[config.mk]
export PLATFORM = sky130hd
export DESIGN_NAME = nfc_acg_dispatcher_flat
export DESIGN_NICKNAME = d
export VERILOG_FILES = /design/src/rtl/nfc_pkg.sv /design/src/rtl/nfc_acg_dispatcher_if.sv /design/src/rtl/nfc_acg_slice_mux.sv /design/src/rtl/nfc_acg_dispatcher.sv /design/src/flat_wrapper.sv
export SDC_FILE = /design/constraint.sdc
export NUM_CORES = 1
export LEC_CHECK = 0
export CORE_AREA = 5 5 144 146
export CTS_CLUSTER_SIZE = 8
export DETAILED_ROUTE_END_ITERATION = 10
export DIE_AREA = 0 0 149 151
export GPL_TIMING_DRIVEN = 0
export SYNTH_ARGS = -nofsm -noshare
export SYNTH_HDL_FRONTEND = slang
export SYNTH_SLANG_ARGS = --single-unit
[constraint.sdc]
create_clock -name iSystemClock -period 1.7 [get_ports iSystemClock]
set_input_delay 0.34 -clock iSystemClock [delete_from_list [all_inputs] [get_ports iSystemClock]]
set_output_delay 0.34 -clock iSystemClock [all_outputs]
set_load 0.01 [all_outputs]
[src/rtl/nfc_pkg.sv]
// Shared constants for the NAND flash controller command path: ACG field widths,
// ACG command bit positions, idle values, host opcodes and the dispatcher state type.
package nfc_pkg;
    localparam int AcgCommandWidth   = 8;
    localparam int AcgOptionWidth    = 3;
    localparam int AcgNumOfDataWidth = 16;
    localparam int AcgCADataWidth    = 40;

    // Bit positions inside the one-hot ACG command byte
    localparam int AcgBitDataIn  = 1;
    localparam int AcgBitCmdAddr = 3;
    localparam int AcgBitDataOut = 5;
    localparam int AcgBitReset   = 6;

    localparam logic [AcgCommandWidth-1:0]   AcgIdleCommand   = 8'h00;
    localparam logic [AcgOptionWidth-1:0]    AcgIdleOption    = 3'b000;
    localparam logic [AcgNumOfDataWidth-1:0] AcgIdleNumOfData = 16'h0000;
    localparam logic                         AcgIdleCASelect  = 1'b1;
    localparam logic [AcgCADataWidth-1:0]    AcgIdleCAData    = 40'h0;

    // Host opcodes, one per attached command module
    localparam logic [5:0] OpReset       = 6'b000001;
    localparam logic [5:0] OpGetFeature  = 6'b000010;
    localparam logic [5:0] OpSetFeature  = 6'b000011;
    localparam logic [5:0] OpReadPage    = 6'b000100;
    localparam logic [5:0] OpProgramPage = 6'b000101;

    typedef enum logic {
        StateIdle  = 1'b0,
        StateOwned = 1'b1
    } dispatchState_t;
endpackage

[src/rtl/nfc_acg_dispatcher_if.sv]
// ACG request bus driven by the dispatcher (master) toward the ACG bank (slave).
interface nfc_acg_dispatcher_if
    import nfc_pkg::*;
#(
    parameter int NumberOfWays = 4
);
    logic [AcgCommandWidth-1:0]   oACG_Command;
    logic [AcgOptionWidth-1:0]    oACG_CommandOption;
    logic [NumberOfWays-1:0]      oACG_TargetWay;
    logic [AcgNumOfDataWidth-1:0] oACG_NumOfData;
    logic                         oACG_CASelect;
    logic [AcgCADataWidth-1:0]    oACG_CAData;

    modport master (
        output oACG_Command, oACG_CommandOption, oACG_TargetWay,
               oACG_NumOfData, oACG_CASelect, oACG_CAData
    );
    modport slave (
        input  oACG_Command, oACG_CommandOption, oACG_TargetWay,
               oACG_NumOfData, oACG_CASelect, oACG_CAData
    );
endinterface

[src/rtl/nfc_acg_slice_mux.sv]
// Selects one module's slice of a flattened per-module field; drives iIdle when disabled.
module nfc_acg_slice_mux #(
    parameter int NumberOfCommands = 4,
    parameter int Width            = 8,
    parameter int OwnerWidth       = 2
) (
    input  logic [NumberOfCommands*Width-1:0] iSlices,
    input  logic [OwnerWidth-1:0]             iSelect,
    input  logic                              iEnable,
    input  logic [Width-1:0]                  iIdle,
    output logic [Width-1:0]                  oData
);
    always_comb begin
        oData = iIdle;
        if (iEnable) begin
            for (int i = 0; i < NumberOfCommands; i++) begin
                if (iSelect == OwnerWidth'(i)) oData = iSlices[i*Width +: Width];
            end
        end
    end
endmodule

[src/rtl/nfc_acg_dispatcher.sv]
// Arbitrates the single ACG bus among command modules: one owner at a time, lowest start wins.
// Optional busy watchdog: define NFC_ACG_DISPATCH_WATCHDOG_EN.
module nfc_acg_dispatcher
    import nfc_pkg::*;
#(
    parameter int NumberOfCommands = 4,
    parameter int NumberOfWays     = 4,
    parameter int OwnerWidth       = 2,
    parameter int WatchdogCycles   = 65535
) (
    input  logic                                          iSystemClock,
    input  logic                                          iReset,
    input  logic                                          iCMDValid,
    output logic                                          oCMDReady,
    output logic                                          oCmd_CMDValid,
    input  logic [NumberOfCommands-1:0]                   iCmd_CMDReady,
    input  logic [NumberOfCommands-1:0]                   iCmd_Start,
    input  logic [NumberOfCommands-1:0]                   iCmd_LastStep,
    input  logic [NumberOfCommands*AcgCommandWidth-1:0]   iCmd_ACG_Command,
    input  logic [NumberOfCommands*AcgOptionWidth-1:0]    iCmd_ACG_CommandOption,
    input  logic [NumberOfCommands*NumberOfWays-1:0]      iCmd_ACG_TargetWay,
    input  logic [NumberOfCommands*AcgNumOfDataWidth-1:0] iCmd_ACG_NumOfData,
    input  logic [NumberOfCommands-1:0]                   iCmd_ACG_CASelect,
    input  logic [NumberOfCommands*AcgCADataWidth-1:0]    iCmd_ACG_CAData,
    nfc_acg_dispatcher_if.master                          acg,
    output logic                                          oBusy,
    output logic [OwnerWidth-1:0]                         oOwner,
    output logic                                          oLastStep,
    output logic                                          oError,
    output logic                                          oTimeout
);
    dispatchState_t          rState;
    logic                    rBusy;
    logic [OwnerWidth-1:0]   rOwner;
    logic                    rError;
    logic [OwnerWidth-1:0]   startIdx;
    logic                    multiStart;
    logic                    ownerLast;

    assign rBusy = (rState == StateOwned);

    always_comb begin
        startIdx = '0;
        for (int i = NumberOfCommands - 1; i >= 0; i--) begin
            if (iCmd_Start[i]) startIdx = OwnerWidth'(i);
        end
    end
    // More than one bit set iff clearing the lowest set bit leaves something
    assign multiStart = |(iCmd_Start & (iCmd_Start - NumberOfCommands'(1)));

`ifdef NFC_ACG_DISPATCH_WATCHDOG_EN
    logic [31:0] rWdCount;
    logic        rTimeout;
    logic        wdHit;
    // Compare the incremented count so ownership lasts exactly WatchdogCycles cycles
    assign wdHit = ((rWdCount + 32'd1) == 32'(WatchdogCycles));
`endif

    always_ff @(posedge iSystemClock) begin
        if (iReset) begin
            rState <= StateIdle;
            rOwner <= '0;
            rError <= 1'b0;
`ifdef NFC_ACG_DISPATCH_WATCHDOG_EN
            rWdCount <= '0;
            rTimeout <= 1'b0;
`endif
        end else begin
            case (rState)
                StateIdle: begin
                    if (|iCmd_Start) begin
                        rState <= StateOwned;
                        rOwner <= startIdx;
                        if (multiStart) rError <= 1'b1;
                    end
`ifdef NFC_ACG_DISPATCH_WATCHDOG_EN
                    rWdCount <= '0;
`endif
                end
                StateOwned: begin
                    if (|iCmd_Start) rError <= 1'b1;
                    if (ownerLast) rState <= StateIdle;
`ifdef NFC_ACG_DISPATCH_WATCHDOG_EN
                    else if (wdHit) begin
                        rState   <= StateIdle;
                        rTimeout <= 1'b1;
                    end
                    rWdCount <= rWdCount + 32'd1;
`endif
                end
                default: rState <= StateIdle;
            endcase
        end
    end

`ifdef NFC_ACG_DISPATCH_WATCHDOG_EN
    assign oTimeout = rTimeout;
`else
    assign oTimeout = 1'b0;
`endif

    assign oCMDReady     = ~rBusy & (&iCmd_CMDReady);
    assign oCmd_CMDValid = iCMDValid & oCMDReady;
    assign oBusy         = rBusy;
    assign oOwner        = rOwner;
    assign oError        = rError;
    assign oLastStep     = ownerLast;

    nfc_acg_slice_mux #(.NumberOfCommands(NumberOfCommands), .Width(1), .OwnerWidth(OwnerWidth))
        uLastMux (.iSlices(iCmd_LastStep), .iSelect(rOwner), .iEnable(rBusy),
                  .iIdle(1'b0), .oData(ownerLast));
    nfc_acg_slice_mux #(.NumberOfCommands(NumberOfCommands), .Width(AcgCommandWidth), .OwnerWidth(OwnerWidth))
        uCmdMux (.iSlices(iCmd_ACG_Command), .iSelect(rOwner), .iEnable(rBusy),
                 .iIdle(AcgIdleCommand), .oData(acg.oACG_Command));
    nfc_acg_slice_mux #(.NumberOfCommands(NumberOfCommands), .Width(AcgOptionWidth), .OwnerWidth(OwnerWidth))
        uOptMux (.iSlices(iCmd_ACG_CommandOption), .iSelect(rOwner), .iEnable(rBusy),
                 .iIdle(AcgIdleOption), .oData(acg.oACG_CommandOption));
    nfc_acg_slice_mux #(.NumberOfCommands(NumberOfCommands), .Width(NumberOfWays), .OwnerWidth(OwnerWidth))
        uWayMux (.iSlices(iCmd_ACG_TargetWay), .iSelect(rOwner), .iEnable(rBusy),
                 .iIdle({NumberOfWays{1'b1}}), .oData(acg.oACG_TargetWay));
    nfc_acg_slice_mux #(.NumberOfCommands(NumberOfCommands), .Width(AcgNumOfDataWidth), .OwnerWidth(OwnerWidth))
        uNumMux (.iSlices(iCmd_ACG_NumOfData), .iSelect(rOwner), .iEnable(rBusy),
                 .iIdle(AcgIdleNumOfData), .oData(acg.oACG_NumOfData));
    nfc_acg_slice_mux #(.NumberOfCommands(NumberOfCommands), .Width(1), .OwnerWidth(OwnerWidth))
        uCasMux (.iSlices(iCmd_ACG_CASelect), .iSelect(rOwner), .iEnable(rBusy),
                 .iIdle(AcgIdleCASelect), .oData(acg.oACG_CASelect));
    nfc_acg_slice_mux #(.NumberOfCommands(NumberOfCommands), .Width(AcgCADataWidth), .OwnerWidth(OwnerWidth))
        uCadMux (.iSlices(iCmd_ACG_CAData), .iSelect(rOwner), .iEnable(rBusy),
                 .iIdle(AcgIdleCAData), .oData(acg.oACG_CAData));
endmodule
[src/flat_wrapper.sv]
// flat-port wrapper written by rule: the top's interface ports become plain ports
module nfc_acg_dispatcher_flat import nfc_pkg::*;
#(
    parameter int NumberOfCommands = 4,
    parameter int NumberOfWays     = 4,
    parameter int OwnerWidth       = 2,
    parameter int WatchdogCycles   = 65535
)
  (iSystemClock, iReset, iCMDValid, oCMDReady, oCmd_CMDValid, iCmd_CMDReady, iCmd_Start, iCmd_LastStep, iCmd_ACG_Command, iCmd_ACG_CommandOption, iCmd_ACG_TargetWay, iCmd_ACG_NumOfData, iCmd_ACG_CASelect, iCmd_ACG_CAData, oBusy, oOwner, oLastStep, oError, oTimeout, acg_oACG_Command, acg_oACG_CommandOption, acg_oACG_TargetWay, acg_oACG_NumOfData, acg_oACG_CASelect, acg_oACG_CAData);
  nfc_acg_dispatcher_if #(.NumberOfWays(NumberOfWays)) acg_i ();
  input  logic iSystemClock;
  input  logic iReset;
  input  logic iCMDValid;
  output logic oCMDReady;
  output logic oCmd_CMDValid;
  input  logic [NumberOfCommands-1:0] iCmd_CMDReady;
  input  logic [NumberOfCommands-1:0] iCmd_Start;
  input  logic [NumberOfCommands-1:0] iCmd_LastStep;
  input  logic [NumberOfCommands*AcgCommandWidth-1:0] iCmd_ACG_Command;
  input  logic [NumberOfCommands*AcgOptionWidth-1:0] iCmd_ACG_CommandOption;
  input  logic [NumberOfCommands*NumberOfWays-1:0] iCmd_ACG_TargetWay;
  input  logic [NumberOfCommands*AcgNumOfDataWidth-1:0] iCmd_ACG_NumOfData;
  input  logic [NumberOfCommands-1:0] iCmd_ACG_CASelect;
  input  logic [NumberOfCommands*AcgCADataWidth-1:0] iCmd_ACG_CAData;
  output logic oBusy;
  output logic [OwnerWidth-1:0] oOwner;
  output logic oLastStep;
  output logic oError;
  output logic oTimeout;
  output wire logic [$bits(acg_i.oACG_Command)-1:0] acg_oACG_Command;
  output wire logic [$bits(acg_i.oACG_CommandOption)-1:0] acg_oACG_CommandOption;
  output wire logic [$bits(acg_i.oACG_TargetWay)-1:0] acg_oACG_TargetWay;
  output wire logic [$bits(acg_i.oACG_NumOfData)-1:0] acg_oACG_NumOfData;
  output wire logic [$bits(acg_i.oACG_CASelect)-1:0] acg_oACG_CASelect;
  output wire logic [$bits(acg_i.oACG_CAData)-1:0] acg_oACG_CAData;
  assign acg_oACG_Command = acg_i.oACG_Command;
  assign acg_oACG_CommandOption = acg_i.oACG_CommandOption;
  assign acg_oACG_TargetWay = acg_i.oACG_TargetWay;
  assign acg_oACG_NumOfData = acg_i.oACG_NumOfData;
  assign acg_oACG_CASelect = acg_i.oACG_CASelect;
  assign acg_oACG_CAData = acg_i.oACG_CAData;
  nfc_acg_dispatcher #(.NumberOfCommands(NumberOfCommands), .NumberOfWays(NumberOfWays), .OwnerWidth(OwnerWidth), .WatchdogCycles(WatchdogCycles)) u_core (.iSystemClock(iSystemClock), .iReset(iReset), .iCMDValid(iCMDValid), .oCMDReady(oCMDReady), .oCmd_CMDValid(oCmd_CMDValid), .iCmd_CMDReady(iCmd_CMDReady), .iCmd_Start(iCmd_Start), .iCmd_LastStep(iCmd_LastStep), .iCmd_ACG_Command(iCmd_ACG_Command), .iCmd_ACG_CommandOption(iCmd_ACG_CommandOption), .iCmd_ACG_TargetWay(iCmd_ACG_TargetWay), .iCmd_ACG_NumOfData(iCmd_ACG_NumOfData), .iCmd_ACG_CASelect(iCmd_ACG_CASelect), .iCmd_ACG_CAData(iCmd_ACG_CAData), .acg(acg_i), .oBusy(oBusy), .oOwner(oOwner), .oLastStep(oLastStep), .oError(oError), .oTimeout(oTimeout));
endmodule
Word level (Yosys, flattened, before mapping)
Cells that the tools add are included.
{"block": "word_totals", "input_bits": 303, "output_inout_bits": 80, "word_cells": 66, "register_bits": 4}
{"block": "classes", "bitwise": 4, "add_sub_neg": 1, "mux": 46, "reduce_logical": 6, "eq_ne": 6}
{"operator": "40-bit two-way mux", "count": 5}
{"operator": "16-bit two-way mux", "count": 5}
{"operator": "8-bit two-way mux", "count": 5}
{"operator": "4-bit two-way mux", "count": 5}
{"operator": "1-bit two-way mux", "count": 15}
{"operator": "3-bit two-way mux", "count": 5}
{"operator": "2-bit two-way mux", "count": 4}
{"operator": "4-bit OR reduction", "count": 2}
{"operator": "4-bit AND", "count": 1}
{"operator": "2-bit equality test (second input constant)", "count": 2}
{"operator": "2-bit by 1-bit != test with 1-bit output (second input constant)", "count": 2}
{"operator": "1-bit case mux with 2 select lines", "count": 2}
{"operator": "4-bit AND reduction", "count": 1}
{"operator": "4-bit by 1-bit subtractor with 4-bit output (second input constant)", "count": 1}
{"operator": "3-bit AND reduction", "count": 1}
{"operator": "1-bit AND", "count": 2}
{"operator": "2-bit by 1-bit equality test with 1-bit output (second input constant)", "count": 1}
{"operator": "2-bit zero test", "count": 1}
{"operator": "2-bit != test (second input constant)", "count": 1}
{"operator": "2-bit AND reduction", "count": 1}
{"operator": "1-bit inverter", "count": 1}

Longest topological paths before layout
{"block": "depth", "depth_word": 8, "depth_mapped": 4, "depth_no_buf": 3}

By module
A second synthesis with hierarchy kept.
{"block": "unflattened", "cells_unflattened": 367, "hier_area_um2": 3260.6}
{"mod": "nfc_acg_slice_mux (u_core.uCadMux)", "seq_area_each_um2": 0.0, "cells_per_inst": 183, "n_inst": 1, "area_per_inst_um2": 1589.0}
{"mod": "nfc_acg_slice_mux (u_core.uNumMux)", "seq_area_each_um2": 0.0, "cells_per_inst": 74, "n_inst": 1, "area_per_inst_um2": 740.7}
{"mod": "nfc_acg_slice_mux (u_core.uCmdMux)", "seq_area_each_um2": 0.0, "cells_per_inst": 37, "n_inst": 1, "area_per_inst_um2": 325.3}
{"mod": "nfc_acg_dispatcher", "seq_area_each_um2": 80.1, "cells_per_inst": 27, "n_inst": 1, "area_per_inst_um2": 215.2}
{"mod": "nfc_acg_slice_mux (u_core.uWayMux)", "seq_area_each_um2": 0.0, "cells_per_inst": 19, "n_inst": 1, "area_per_inst_um2": 161.4}
{"mod": "nfc_acg_slice_mux (u_core.uOptMux)", "seq_area_each_um2": 0.0, "cells_per_inst": 15, "n_inst": 1, "area_per_inst_um2": 126.4}
{"mod": "nfc_acg_slice_mux (u_core.uCasMux ...)", "seq_area_each_um2": 0.0, "cells_per_inst": 6, "n_inst": 2, "area_per_inst_um2": 51.3}

Worst setup path after synthesis
No wires, ideal clock.
{"block": "synth_timing", "path_type": "register to output", "from": "reg u_core.rOwner[0], in the netlist u_core.oOwner[0]", "to": "out acg_oACG_CAData[10]", "arrival_ps": 1426, "n_path_buf": 2, "required_time_ps": 1360, "path_stages_with_launch": 5, "path_slack_ps": -66, "path_cell_list": "dfxtp_1 buf_6 buf_6 mux4_2 and2_1"}
{"block": "synth_between", "elab_chain_cells": 6, "elab_cells_between_ends": 9, "cone_classes": "3 x eq/ne; 5 x mux; 1 x reduce/logical"}
{"item": "start: declaration", "line_no": "nfc_acg_dispatcher.sv:34", "source": "logic [OwnerWidth-1:0] rOwner;"}
{"item": "start signal: assignment", "line_no": "nfc_acg_dispatcher.sv:73", "source": "rOwner <= startIdx;"}
{"item": "2-bit zero test", "line_no": "nfc_acg_slice_mux.sv:17", "source": "if (iSelect == OwnerWidth'(i)) oData = iSlices[i*Width +: Width];"}
{"item": "40-bit two-way mux (3 in series)", "line_no": "nfc_acg_slice_mux.sv:17"}
{"item": "40-bit two-way mux *", "line_no": "nfc_acg_slice_mux.sv:17"}
{"item": "40-bit two-way mux *", "line_no": "nfc_acg_slice_mux.sv:15", "source": "if (iEnable) begin"}
{"item": "end: declaration", "line_no": "flat_wrapper.sv:35", "source": "output wire logic [$bits(acg_i.oACG_CAData)-1:0] acg_oACG_CAData;"}
Mark *: on every way between the ends. The rest lies on a longest branch, timed or not.

Final worst setup path
{"block": "layout_timing", "from": "reg u_core.rOwner[0], in the netlist u_core.oOwner[0]", "to": "out acg_oACG_NumOfData[0]"}
{"block": "layout_between", "elab_chain_cells": 6, "elab_cells_between_ends": 9, "cone_classes": "3 x eq/ne; 5 x mux; 1 x reduce/logical"}
{"item": "2-bit zero test", "line_no": "nfc_acg_slice_mux.sv:17"}
{"item": "16-bit two-way mux (3 in series)", "line_no": "nfc_acg_slice_mux.sv:17"}
{"item": "16-bit two-way mux *", "line_no": "nfc_acg_slice_mux.sv:17"}
{"item": "16-bit two-way mux *", "line_no": "nfc_acg_slice_mux.sv:15"}
{"item": "end: declaration", "line_no": "flat_wrapper.sv:33", "source": "output wire logic [$bits(acg_i.oACG_NumOfData)-1:0] acg_oACG_NumOfData;"}
Marks and branches as above.

==> summary.md <==
| Metric | Value |
|---|---|
| Max FO, Critical Path | 8 |
| Total internal power | 1.98 mW |
| Pre-CTS setup slack | -0.741 ns |
| Vias | 3643 |
| Slowest CP cell | mux4_2 |
| N_diodes | 0 |
| DIE HEIGHT | 151 um |
| Max-cap violations | 0 |
| Netlist Area Pre-Place | roughly 2500 sq um |
| Avg Inst Size Synth | 12.5 sq um |
| CP Depth | 6 |
| DR WL/cell | 19.6 um |
| Worst reg-to-reg path cell count | 6 |
| Total CTS buffers | 3 |
| Syn nets | 501 |
| Root buffer cell | clkbuf_16 |
| Hold WC Path Type | flip-flop to flip-flop |
| CP Launch Point | u_core.oOwner[0]$_SDFFE_PP0P_ |
| Clock skew | 0.00133 ns |
| Die ar. | 22500 sq um |
| Fillers | 1927 |
| Critical Path AT | ~1.8 ns |
| Clk slew on worst S/H paths | 0.03 ns |
| Area contributors post-synth | mux4_2 66%, and2_1 17%, dfxtp_1 3.2% |
| All-Layer GR Usage | 0.138 |
| Critical path buffer and inverter count | 4 |
| Tmin final | 2.14 ns |
| Avg Vias per Cell | about 4.2 |
| Initial Utilization | 0.128 |
| TritonCTS clock tree | done |
| Half-perimeter wire length after placement | 14600 um |
| RSZ-0062 raised after global routing | yes |
| Clk Latency, worst-skew pair | ~0.22 ns |
| TritonCTS Sinks | 4 |
| Clock network fraction of total power | 0.133 |
| Overall routed net length | 17100 um |
| Cells along the critical path | buf_12 -> buf_12 -> buf_4 -> mux4_2 -> and2_4 -> buf_6 |
| Synth-to-Final Area Change | 190% |
| Hold Crit Start | u_core.oError$_SDFFE_PP0P_ |
| WHS Path Cells | 2 |
| GRT overflow | 0 |
| Max Slew Vio Count | 0 |
| Iteration-0 DRC Markers | 185 |
| Fraction of layout cells with a size suffix above 1 | 0.411 |
| Yosys top cell by area | mux4_2 |
| Failing checks | negative setup slack |
| I/O Buffers | 381 |
| # nets final | 911 |
| Final count of negative-setup-slack endpoints | 73 |
| Global-route wire length before repair | ~24000 um |
| Period utilisation layout | 1.26 |
| Drt pass-1 iters | 4 |
| Core Footprint | around 19000 sq um |
| Number of global-route vias before repair | 4054 |
| Register Area | 88.8 sq um |
| Final Hold Fails | 0 |
| Register bit count reported by yosys | 4 |
| Final setup margin | -0.441 ns |
| Antenna violations before repair | 0 |
| Reg2reg start | u_core.oOwner[0]$_SDFFE_PP0P_ |
| Area of the multi-input gates | 2380 sq um |
| Synth top area share | 0.664 |
| Ports | between 300 and 400 |
| Die Wd | roughly 150 um |
| Leak Pwr | between 2 and 3 nW |
| CP endpoint kind | output port |
| Ys Warns | 0 |
| Sw Share | 0.282 |
| Post-synthesis sequential area ratio | 0.0324 |
| Seq pwr share | 0.045 |
| Crit path required time | 1.36 ns |
| H-Tree Depth | 1 |
| WS Path Type | flip-flop to output port |
| Startpoint Class | flip-flop |
| Mapped Cells | 198 |
| Pwr dens | around 390 nW/um^2 |
| Worst vdd ir | 0.413 mV |
| CP peak stage delay | 0.49 ns |
| Maximum number of pins on one net before global-route repair | 11 |
| Number of distinct library cells after synthesis | 20 |
| FMAX | 467 MHz |
| Clock Path Buffers | 2 |
| Delay-heaviest family, CP | buffers and inverters |
| Post-DRT Antenna Nets | 0 |
| DRC Markers | 0 |
| CP dominant cell by count | buf_12 |
| Switching power | 0.781 mW |
| RePlAce Congestion | ~0.9 |
| Pwr Total | 2.76 mW |
| Logic pwr share | 0.822 |
| Status | finished with violations |
| Row count | 51 |
| Hold slack final | 0.554 ns |
[worst paths after layout]
kind / slack [ns] / endpoint
setup / recovery: -0.44 / acg_oACG_NumOfData[0]
hold / removal: 0.55 / u_core.oError$_SDFFE_PP0P_
setup reg to reg: 0.10 / u_core.oBusy$_SDFF_PP0_
hold reg to reg: 0.55 / u_core.oError$_SDFFE_PP0P_
[layout by cell type (no fill, tap or decap), drive strengths merged, types with 2 or more instances in the layout]
master           n
clkdlybuf4s50  302
dfxtp            4
o21ba            2
a21oi            3
nor2             5
mux4            73
and2            69
clkbuf          13
nand2b           6
dlygate4sd2      3
nor3             4
buf            113
[synthesized netlist by cell type]
master / count
a21oi_1: 3
and2_1: 69
buf_2: 8
buf_4: 1
buf_6: 7
clkbuf_1: 9
conb_1: 1
dfxtp_1: 4
inv_1: 1
maj3_1: 1
mux4_2: 73
nand2b_1: 6
nand4_1: 1
nor2_1: 5
nor3_1: 3
nor3_2: 1
o21ai_0: 1
o21ba_2: 2
or3_1: 1
or4_1: 1
[layout make-up]
cell class | instances | share of cell area
Multi-Input combinational cell | 168 | 0.333
Buffer | 25 | 0.0384
Inverter | 1 | 0.000524
Timing Repair Buffer | 405 | 0.559
Clock buffer | 3 | 0.0105
Sequential cell | 4 | 0.0124
Tap cell | 265 | 0.0463
[timing repair]
item	4_1_cts	5_1_grt
buffers inserted	15	12
hold buffers	0	0
gates resized for setup	379	67
pin swaps	2	0
endpoints found under the setup margin	78	76
cloned	2	0
[state kept, by name, summed over array words and instances, names as in the netlist]
register	flops
u_core.oOwner	2
u_core.oBusy	1
u_core.oError	1
[layer usage]
metal / wire length (um) / GRT usage / part of all wire
met1: 5860 / 0.153 / 0.34
met3: 1670 / 0.0395 / 0.098
met4: 307 / 0.0275 / 0.018
met2: 9230 / 0.261 / 0.54
met5: 0 / 0 / 0
[per-stage QoR]
step                cell area [sq um]  utilization  TNS, ns  std cells
detailed placement               6670        0.346   -48.63        844
CTS                              6900        0.358   -28.35        864
global placement                 6670        0.346   -48.46        844
floorplan                        2530            -   -0.220        198
global route                     7170        0.372   -29.36        871
finish                           7170        0.372   -25.65        871
[cell families (layout without fill, tap and decap cells)]
group                      count (synthesis)  in the layout  synth area share
AOI/OAI and AO/OA                          6              6            0.0162
adders and majority gates                  1              1           0.00404
buffers and inverters                     26            434            0.0662
DFF                                        4              4            0.0324
muxes                                     73             73             0.664
other                                      1              1           0.00152
and+or+nand+nor                           87             87             0.215
[worst min-delay path, delay by kind of cell, from the launching register on]
kind	cells	cell delay, ns
flip-flops	1	0.31
AO/OA/AOI/OAI	2	0.20
[power by group through the flow]
stage | Combinational, mW | Clock, mW | Sequential (mW)
6_report | 2.27 | 0.368 | 0.124
2_1_floorplan | 0.822 | 0 | 0.117
5_1_grt | 2.41 | 0.382 | 0.128
3_3_place_gp | 2.03 | 0 | 0.124
3_5_place_dp | 2.04 | 0 | 0.124
4_1_cts | 2.15 | 0.378 | 0.126
Note: power is estimated with default switching activity, not from simulation.
